<file path="src/rtl/mem_port_arbiter.sv">
// Arbiter for the single shared memory port: grants fetch or MEM stage, holds the
// command until the memory acknowledges, and builds the pipeline stall vector.
module mem_port_arbiter #(
  parameter int ADDR_W = 32,
  parameter int DATA_W = 32
) (
  input  logic              clk,
  input  logic              rst,
  input  logic              if_req,
  input  logic [ADDR_W-1:0] if_addr,
  output logic [DATA_W-1:0] if_rdata,
  output logic              if_done,
  input  logic              ms_req,
  input  logic              ms_we,
  input  logic [ADDR_W-1:0] ms_addr,
  input  logic [DATA_W-1:0] ms_wdata,
  input  logic [3:0]        ms_mask,
  output logic [DATA_W-1:0] ms_rdata,
  output logic              ms_done,
  input  logic              stallreq_id,
  input  logic              stallreq_ex,
  output logic              ram_req,
  output logic              ram_we,
  output logic [ADDR_W-1:0] ram_addr,
  output logic [DATA_W-1:0] ram_wdata,
  output logic [3:0]        ram_mask,
  input  logic [DATA_W-1:0] ram_rdata,
  input  logic              ram_ready,
  output logic [5:0]        stall
);

  typedef enum logic [1:0] {IDLE, IF_BUSY, MS_BUSY, RESP} state_t;

  state_t state, state_nx;
  logic   grant_ms, grant_if, complete;

  always_comb begin
    state_nx = state;
    grant_ms = 1'b0;
    grant_if = 1'b0;
    complete = 1'b0;
    case (state)
      IDLE: begin
        if (ms_req) begin
          grant_ms = 1'b1;
          state_nx = MS_BUSY;
        end else if (if_req) begin
          grant_if = 1'b1;
          state_nx = IF_BUSY;
        end
      end
      IF_BUSY, MS_BUSY: begin
        if (ram_ready) begin
          complete = 1'b1;
          state_nx = RESP;
        end
      end
      RESP:    state_nx = IDLE;
      default: state_nx = IDLE;
    endcase
  end

  always_ff @(posedge clk or negedge rst) begin
    if (!rst) state <= IDLE;
    else      state <= state_nx;
  end

  // Memory command: loaded on grant, held untouched until the acknowledge edge.
  always_ff @(posedge clk or negedge rst) begin
    if (!rst) begin
      ram_req   <= 1'b0;
      ram_we    <= 1'b0;
      ram_addr  <= '0;
      ram_wdata <= '0;
      ram_mask  <= 4'h0;
    end else if (grant_ms) begin
      ram_req   <= 1'b1;
      ram_we    <= ms_we;
      ram_addr  <= ms_addr;
      ram_wdata <= ms_wdata;
      ram_mask  <= ms_mask;
    end else if (grant_if) begin
      ram_req   <= 1'b1;
      ram_we    <= 1'b0;
      ram_addr  <= if_addr;
      ram_wdata <= '0;
      ram_mask  <= 4'hF;
    end else if (complete) begin
      ram_req   <= 1'b0;
    end
  end

  always_ff @(posedge clk or negedge rst) begin
    if (!rst) begin
      if_done  <= 1'b0;
      ms_done  <= 1'b0;
      if_rdata <= '0;
      ms_rdata <= '0;
    end else begin
      if_done <= complete && (state == IF_BUSY);
      ms_done <= complete && (state == MS_BUSY);
      if (complete && (state == IF_BUSY)) if_rdata <= ram_rdata;
      // Stores leave the last load result visible.
      if (complete && (state == MS_BUSY) && !ram_we) ms_rdata <= ram_rdata;
    end
  end

  always_comb begin
    stall = 6'b000000;
    if (!rst)                      stall = 6'b000000;
    else if (ms_req && !ms_done)   stall = 6'b011111;
    else if (stallreq_ex)          stall = 6'b001111;
    else if (stallreq_id)          stall = 6'b000111;
    else if (if_req && !if_done)   stall = 6'b000011;
  end

endmodule

</file>
<file path="config.mk">
export PLATFORM = sky130hd
export DESIGN_NAME = mem_port_arbiter
export DESIGN_NICKNAME = d
export VERILOG_FILES = /design/src/rtl/mem_port_arbiter.sv
export SDC_FILE = /design/constraint.sdc
export NUM_CORES = 1
export LEC_CHECK = 0
export ABC_AREA = 1
export BUFFER_PORTS_ARGS = -buffer_cell sky130_fd_sc_hd__buf_2
export CAP_MARGIN = 20
export CORE_ASPECT_RATIO = 0.9
export CORE_MARGIN = 1
export CORE_UTILIZATION = 52
export CTS_BUF_LIST = sky130_fd_sc_hd__clkbuf_4 sky130_fd_sc_hd__clkbuf_8
export CTS_CLUSTER_SIZE = 28
export DETAILED_ROUTE_END_ITERATION = 10
export PLACE_DENSITY_LB_ADDON = 0.05
export SYNTH_ARGS = -nofsm -noshare
export SYNTH_HDL_FRONTEND = slang
export SYNTH_SLANG_ARGS = --single-unit
</file>
<file path="constraint.sdc">
create_clock -name clk -period 3.2 [get_ports clk]
set_input_delay 0.16 -clock clk [delete_from_list [all_inputs] [get_ports clk]]
set_output_delay 0.16 -clock clk [all_outputs]
set_load 0.02 [all_outputs]
</file>
==> impl_metrics.ini, run 1 <==
[sta]
hold_violations = 0
setup_viol = 0
finalClockSkew_ns = 0.00710
rsz0062_at_grt = false
max_slew_margin_pct = 49.6
tns_ns = 0
worstMarginPinSlew_ns = 0.756
period_share_pct = 76.4
fmax_ghz = 0.409
hold-worst-slack_ns = 0.0207
finalCriticalPeriod_ns = 2.44
maxSlewViolCount = 0

[clock_tree]
cts_buffers = 17
cts_root_buf = clkbuf_8
cts.path.max_buffers = 2
clock_sinks = 138
cts_max_level = 4
cts_tree = done
worstSkewPairLatency_ns = 0.44
cts_setup_buffers = 0
clkTransAtPathRegs_ns = 0.08

[die]
row_count = 36
die_y_um = 104
core_area_um2 = 11000
die_w_um = 115
top_level_ports = 282
start_util_pct = 54.4
die-area_um2 = 11900

[yosys]
synthesis.area_um2 = 5980
synth.avg_cell_area_um2 = 8.19
ys_warn_count = 0
ys_types = 18
syn-num-nets = 874
ys_seq_area_share_pct = 57.8
synth_seq_cells = 138
syn_inst = 730

[final_layout]
final_common_cell = nand2_1
nFillCells = 799
area_growth_pct = 44.3
final_cell_mix = 405 x nand2_1, 279 x buf_2, 138 x dfrtp_1
antenna_cells = 0
layout-drive-gt1-share_pct = 30.2
nets = 1217

[pwr]
power.switching_mw = 3.73
powerDensity_nw_per_um2 = 973
p_comb_share_pct = 46.6
clockPowerShare_pct = 18.3
p_int_mw = 4.66
vdd_drop_max_mv = 0.651
seq_power_share_pct = 35.1
swShare_pct = 44.5
leakage_nw = 5.09

[route]
drc = 0
drt_iter0_markers = 498
first_pass_iters = 5
drtAntennaViolNets = 0
avgRoutedWirePerCell_um = 15.2
post_drt_via_cell_ratio = 5.06
num_vias = 6259
drt-total-wl_um = 18800

[outcome]
status = finished clean

[grt]
grt_antenna_before_repair = 0
grt_max_degree = 87
grt_first_pass_wirelength_um = 29600
grt_util_all_layers_pct = 32.2
first_global_vias = 6085
grt-ovfl-total = 0

[critical_path]
worstSetupStartpoint = state[1]
cp-start-kind = flip-flop
cp-end-kind = flip-flop
path_class = flip-flop to flip-flop
critical_path.n_buffers_inverters = 2
crit_arrival_ns = 2.78
crit_slowest_cell = nand2_2
cp_data_required_time_ns = 3.53
max_stage_delay_ns = 0.58
crit_family = simple AND/OR/NAND/NOR gates
path_cells = inv_1 > ha_2 > buf_4 > nand2_2 > nand2_1 > nand2_1 > nand2_1 > nand2_1
cpMostUsedCell = nand2_1
r2r_start = state[1]
cp_max_fo = 67

[place]
gp_congestion = 0.838
dpl.hpwl_um = 11500
io_buffer_count = 280

[min_path]
hold_class = primary input to flip-flop
min-delay-start = if_addr[0]

[run]
drv_cap = 0
==> registers in the layout (all words and copies together), names as in the netlist <==
signal     cells
state          2
ms_rdata      32
ms_done        1
ram_req        1
ram_wdata     32
ram_addr      32
ram_we         1
if_rdata      32
ram_mask       4
if_done        1
==> worst min-delay path, cell delays in order <==
cell and delay, ns:
buf_2 0.08, nand2_1 0.04, nand2_1 0.04, nand2_1 0.04
nand2_1 0.05
==> layout make-up <==
type                       count  area (um^2)  area share (%)
clock inverter                 9          145            1.68
tap                          152          190            2.21
multi-input combinational    530         2170            25.2
clock buffer                  21          283            3.28
timing repair buffer         371         2320            26.9
inverter                      15         56.3           0.653
sequential                   138         3450            40.0
==> logic make-up after synthesis <==
group / share of synthesized area (%)
DFF: 57.8
and+or+nand+nor: 35.3
other: 0.0627
buffers and inverters: 5.88
adders and majority gates: 0.837
AOI/OAI and AO/OA: 0.167
==> power groups by stage <==
| stage | clock [mW] | combinational [mW] | sequential [mW] |
|---|---|---|---|
| after floorplan | 0 | 1.59 | 3.87 |
| after global placement | 0 | 3.65 | 2.91 |
| after detailed placement | 0 | 3.76 | 2.94 |
| after CTS | 1.56 | 3.84 | 2.93 |
| after global routing | 1.63 | 4.27 | 3.02 |
| final | 1.54 | 3.91 | 2.94 |
==> path summary, 6_finish.rpt <==
kind                           endpoint  slack (ns)  cells past startpoint
min reg2reg                ms_rdata[17]        0.47                      2
max                        ram_addr[16]        0.76                      8
max reg2reg                ram_addr[16]        0.76                      8
max in group asynchronous  ram_addr[20]        1.61                      3
min in group asynchronous   ram_addr[6]        0.34                      2
min                         ram_addr[0]        0.02                      5
==> stage by stage <==
stage | worst slack, ns | power, mW | cells | instance area [um^2] | utilization (%)
floorplan | 1.77 | 5.46 | 730 | 5980 | -
global placement | 0.936 | 6.57 | 1122 | 7330 | 66.7
detailed placement | 0.850 | 6.69 | 1122 | 7330 | 66.7
CTS | 0.815 | 8.32 | 1233 | 8570 | 78.0
global route | 0.540 | 8.92 | 1236 | 8620 | 78.5
finish | 0.755 | 8.39 | 1236 | 8620 | 78.5
==> synth_stat cells (all sizes together) <==
cell	instances	share of area (%)
clkinv	1	0.063
nand2	406	26
o21ai	1	0.084
dfrtp	138	58
nor2	17	1.4
buf	38	4.4
clkbuf	9	0.57
nand3	100	8.4
a21oi	1	0.084
ha	4	0.84
conb	1	0.063
inv	14	0.88
==> timing repair <==
| item | CTS | global route |
|---|---|---|
| endpoints found under the hold margin | 195 | 0 |
| resized for setup | 0 | 0 |
| hold buffers | 81 | 0 |
==> layer usage <==
layer | part of all wire, % | vias to the layer above | GRT usage, %
li1 | - | 2940 | -
met1 | 39 | 2944 | 37.5
met2 | 49 | 325 | 54.3
met3 | 8.6 | 50 | 9.36
met4 | 3.2 | 0 | 15.3
met5 | 0 | - | 0
No activity file was read; power rests on OpenSTA's default activity.
==> inputs of run 2 (changes only) <==
--- a/config.mk
+++ b/config.mk
@@ -10,7 +10,7 @@
 export CAP_MARGIN = 20
 export CORE_ASPECT_RATIO = 0.9
 export CORE_MARGIN = 1
-export CORE_UTILIZATION = 52
+export CORE_UTILIZATION = 48
 export CTS_BUF_LIST = sky130_fd_sc_hd__clkbuf_4 sky130_fd_sc_hd__clkbuf_8
 export CTS_CLUSTER_SIZE = 28
 export DETAILED_ROUTE_END_ITERATION = 10
==> constraint.sdc (replaced) <==
create_clock -name clk -period 2.4 [get_ports clk]
set_input_delay 0.12 -clock clk [delete_from_list [all_inputs] [get_ports clk]]
set_output_delay 0.12 -clock clk [all_outputs]
set_load 0.02 [all_outputs]
==> run 2 against run 1 <==
Net effect: fmax grew 12%; final area grew 2.0%; non-clock buffer count grew 22; die area grew 8.2%; register-to-register slack lost 0.55 ns; critical endpoint is now ram_addr[30].
==> impl_metrics.ini, run 2 (synthesis gave the netlist of run 1 again) <==
[die]
start_util_pct = 49.5
core_area_um2 = 12100
top_level_ports = 282
row_count = 38
die_w_um = 120
die-area_um2 = 12900
die_y_um = 108

[route]
post_drt_via_cell_ratio = 4.80
drtAntennaViolNets = 0
drt_iter0_markers = 392
wl_met2_um = 8570
drt-total-wl_um = 17700
wl_met3_um = 1240
avgRoutedWirePerCell_um = 14.0
first_pass_iters = 5
wl_met1_um = 7410
top_layer = met4
drc = 0
num_vias = 6080

[pwr]
seq_power_share_pct = 35.5
power.switching_mw = 4.92
p_int_mw = 6.00
leakage_nw = 5.15
swShare_pct = 45.0
clockPowerShare_pct = 16.8
powerDensity_nw_per_um2 = 1240
p_comb_share_pct = 47.7
vdd_drop_max_mv = 0.771

[critical_path]
crit_arrival_ns = 2.51
path_class = flip-flop to flip-flop
cp_max_fo = 36
crit_family = simple AND/OR/NAND/NOR gates
critical_path.n_buffers_inverters = 2
cp-end-kind = flip-flop
cp_data_required_time_ns = 2.72
crit_slowest_cell = dlygate4sd3_1
cp-start-kind = flip-flop
max_stage_delay_ns = 0.55
path_cells = inv_1 > ha_2 > nand2_2 > nand2_1 > nand2_1 > dlygate4sd3_1 > nand2_1 > nand2_1
cpMostUsedCell = nand2_1

[grt]
grt_max_degree = 131
grt_antenna_before_repair = 0
grt_first_pass_wirelength_um = 28000
grt-ovfl-total = 0
grt_util_all_layers_pct = 27.8
first_global_vias = 5829

[place]
dp_cells = 1134
io_buffer_count = 280
dpl_cell_area_um2 = 7390
gp_congestion = 0.777
dp_slack_ns = 0.556
dpl.hpwl_um = 10900

[sta]
hold_violations = 0
max_slew_margin_pct = 28.9
setup_viol = 0
worst_slack_ns = 0.208
tns_ns = 0
rsz0062_at_grt = false
finalCriticalPeriod_ns = 2.19
fmax_ghz = 0.456
finalClockSkew_ns = 0.0123
worstMarginPinSlew_ns = 1.07
maxSlewViolCount = 0
period_share_pct = 91.3

[clock_tree]
cts_max_level = 4
cts_tree = done
cts_resized = 0
cts.path.max_buffers = 2
clock_sinks = 138
cts_setup_buffers = 0
cts_root_buf = clkbuf_8
worstSkewPairLatency_ns = 0.43
cts_buffers = 17
cts_hold_buffers = 102
clkTransAtPathRegs_ns = 0.08

[run]
drv_cap = 0

[final_layout]
layout-drive-gt1-share_pct = 29.7
final_cell_mix = 405 x nand2_1, 279 x buf_2, 138 x dfrtp_1
antenna_cells = 0
design_area_um2 = 8790
fin_cells = 1267
utilization_pct = 72.8
area_growth_pct = 47.1
final_common_cell = nand2_1
nets = 1239

[min_path]
hold_class = primary input to flip-flop

[outcome]
status = finished clean
## run 2: changes by cell type in the layout (fill, tap and decap cells not counted)
cell | previous run | this run
dlygate4sd3_1 | 81 | 102
buf_4 | 7 | 10
clkinv_4 | 0 | 3
clkinvlp_4 | 0 | 3
buf_8 | 2 | 0
bufinv_16 | 4 | 2
clkbuf_8 | 20 | 18
clkinv_2 | 5 | 3
clkbuf_4 | 1 | 2
## run 2: layout make-up
cell class	instances	area, um^2
Clock buffer	20	263
Clock inverter	11	124
Fill cell	947	3280
Inverter	15	56.3
Multi-Input combinational cell	530	2170
Sequential cell	138	3450
Tap cell	160	200
Timing Repair Buffer	393	2520
## run 2: power by group through the flow
stage / clock network [mW] / registers (mW) / logic, mW
detailed placement: 0 / 3.88 / 5.07
floorplan: 0 / 5.16 / 2.12
finish: 1.84 / 3.87 / 5.21
global route: 1.99 / 4.00 / 5.72
global placement: 0 / 3.88 / 5.01
CTS: 1.88 / 3.87 / 5.22
## run 2: worst reg2reg max path: stages (launching register included)
cell,delay [ns]
dfrtp_1,0.40
inv_1,0.11
ha_2,0.23
nand2_2,0.42
nand2_1,0.20
nand2_1,0.06
dlygate4sd3_1,0.55
nand2_1,0.06
nand2_1,0.06
## run 2: worst paths after layout
| kind | from | end | slack [ns] | depth (start not counted) |
|---|---|---|---|---|
| setup reg to reg | state[0] | ram_addr[30] | 0.21 | 8 |
| hold / removal | ms_addr[21] | ram_addr[21] | 0.03 | 5 |
| hold reg to reg | ram_wdata[4] | ram_wdata[4] | 0.46 | 2 |
| min in group asynchronous | rst | ram_wdata[27] | 0.12 | 2 |
| max in group asynchronous | rst | ram_addr[31] | 1.35 | 3 |
| setup / recovery | state[0] | ram_addr[30] | 0.21 | 8 |
## run 2: metal layers
| layer | GRT usage, % | vias to the layer above |
|---|---|---|
| met5 | 0 | - |
| met4 | 10.7 | 0 |
| met3 | 8.26 | 39 |
| met2 | 46.6 | 227 |
| met1 | 33.8 | 2825 |
| li1 | - | 2989 |
## run 2: per-stage QoR
step / hold slack [ns] / total power, mW
final: 0.0260 / 10.9
after global routing: 0.0109 / 11.7
after CTS: 0.000232 / 11.0
after detailed placement: -0.0521 / 8.95
after global placement: -0.0567 / 8.90
after floorplan: -0.176 / 7.28
==> inputs of run 3 (changes only) <==
--- a/config.mk
+++ b/config.mk
@@ -6,14 +6,14 @@
 export NUM_CORES = 1
 export LEC_CHECK = 0
 export ABC_AREA = 1
-export BUFFER_PORTS_ARGS = -buffer_cell sky130_fd_sc_hd__buf_2
 export CAP_MARGIN = 20
 export CORE_ASPECT_RATIO = 0.9
 export CORE_MARGIN = 1
-export CORE_UTILIZATION = 48
+export CORE_UTILIZATION = 40
 export CTS_BUF_LIST = sky130_fd_sc_hd__clkbuf_4 sky130_fd_sc_hd__clkbuf_8
 export CTS_CLUSTER_SIZE = 28
 export DETAILED_ROUTE_END_ITERATION = 10
+export DONT_BUFFER_PORTS = 1
 export PLACE_DENSITY_LB_ADDON = 0.05
 export SYNTH_ARGS = -nofsm -noshare
 export SYNTH_HDL_FRONTEND = slang
==> run 3 against run 2 <==
Net effect: the flow now finishes with violations (negative hold slack); combinational power is 44% lower; register-to-register slack got worse by 0.05 ns; count of clock-buffer cells in the layout decreased by 2; final area is 7.8% lower; via count down 11%; non-clock buffer count is 214 lower; worst hold slack got worse by 0.64 ns; global-route usage fell by 4.8 points; setup slack worse by 0.051 ns; critical endpoint is now ram_addr[22].
==> impl_metrics.ini, run 3 (synthesis gave the netlist of run 1 again) <==
[outcome]
status = finished, violations left
violations = negative hold slack

[min_path]
hold_class = primary input to asynchronous set/reset pin

[clock_tree]
cts_hold_buffers = 170
clkTransAtPathRegs_ns = 0.07
clock_sinks = 138
cts_max_level = 4
cts_tree = done
worstSkewPairLatency_ns = 0.43
cts_root_buf = clkbuf_8
cts.path.max_buffers = 2
cts_buffers = 17

[critical_path]
worstSetupStartpoint = state[0]
cpMostUsedCell = nand2_1
crit_arrival_ns = 2.56
path_cells = inv_1 > ha_2 > nand2_2 > nand2_1 > nand2_1 > dlygate4sd3_1 > nand2_1 > nand2_1
cp_max_fo = 36
cp-end-kind = flip-flop
max_stage_delay_ns = 0.55
crit_slowest_cell = dlygate4sd3_1
cp_data_required_time_ns = 2.72
crit_family = simple AND/OR/NAND/NOR gates
critical_path.n_buffers_inverters = 2
path_class = flip-flop to flip-flop
cp-start-kind = flip-flop
r2r_start = state[0]

[die]
core_area_um2 = 14700
die-area_um2 = 15400
start_util_pct = 40.8
top_level_ports = 282
die_w_um = 131
row_count = 42
die_y_um = 118

[pwr]
powerDensity_nw_per_um2 = 1270
power.total_mw = 10.3
vdd_drop_max_mv = 0.620
p_int_mw = 5.52
seq_power_share_pct = 53.1
clockPowerShare_pct = 18.2
swShare_pct = 46.2
power.switching_mw = 4.74
leakage_nw = 4.17
p_comb_share_pct = 28.7

[grt]
first_global_vias = 5551
grt_first_pass_wirelength_um = 27500
grt_util_all_layers_pct = 23.0
grt_max_degree = 141
grt-ovfl-total = 0
grt_antenna_before_repair = 0

[sta]
finalClockSkew_ns = 0.00768
hold-worst-slack_ns = -0.618
setup_viol = 0
maxSlewViolCount = 0
period_share_pct = 93.4
worst_slack_ns = 0.158
hold_violations = 138
max_slew_margin_pct = 55.3
worstMarginPinSlew_ns = 0.669
tns_ns = 0
rsz0062_at_grt = false
finalCriticalPeriod_ns = 2.24
fmax_ghz = 0.446

[final_layout]
nets = 1025
design_area_um2 = 8110
utilization_pct = 55.3
layout-drive-gt1-share_pct = 5.37
area_growth_pct = 35.6
final_common_cell = nand2_1
final_cell_mix = 405 x nand2_1, 170 x dlygate4sd3_1, 138 x dfrtp_1
fin_cells = 1092
nFillCells = 1322
antenna_cells = 0

[place]
io_buffer_count = 0
dp_cells = 889
dpl_cell_area_um2 = 5990
gp_congestion = 0.774
dp_slack_ns = 0.517
dpl.hpwl_um = 10400

[route]
first_pass_iters = 4
drt-total-wl_um = 17300
drtAntennaViolNets = 0
post_drt_via_cell_ratio = 4.94
drc = 0
drt_iter0_markers = 303
num_vias = 5392
avgRoutedWirePerCell_um = 15.9

[run]
drv_cap = 0
-- run 3: metal layers --
metal	share of wire (%)	wire (um)	track usage (%)
met5	0	0	0
met1	39	6750	25.3
met2	48	8340	38.7
met4	3.1	529	9.34
met3	9.8	1700	9.86
-- run 3: cell type report --
type	instances	area (um^2)	area share, %
Inverter	15	56.3	0.695
Multi-Input combinational cell	530	2170	26.8
Tap cell	198	248	3.06
Timing Repair Buffer	179	1780	22.0
Clock buffer	18	248	3.06
Sequential cell	138	3450	42.6
Clock inverter	14	145	1.79
-- run 3: timing repair --
action                    in CTS  in global routing
hold endpoints to repair     274                138
buffers inserted               0                  0
gates resized for setup        0                  0
-- run 3: path summary, 6_finish.rpt --
path | to | slack (ns) | cells after the start
worst min-delay path | ram_addr[25] | -0.62 | 0
max in group asynchronous | ram_addr[10] | 2.69 | 0
worst min register to register | state[0] | 0.52 | 2
min in group clk | ram_addr[6] | 0.06 | 5
worst max register to register | ram_addr[22] | 0.16 | 8
worst max-delay path | ram_addr[22] | 0.16 | 8
-- run 3: power by group through the flow --
stage,clock network (mW),logic [mW],registers (mW)
3_3_place_gp,0,2.30,5.47
5_1_grt,2.03,3.42,5.58
3_5_place_dp,0,2.43,5.47
2_1_floorplan,0,2.12,5.16
6_report,1.87,2.94,5.45
4_1_cts,1.93,2.93,5.45
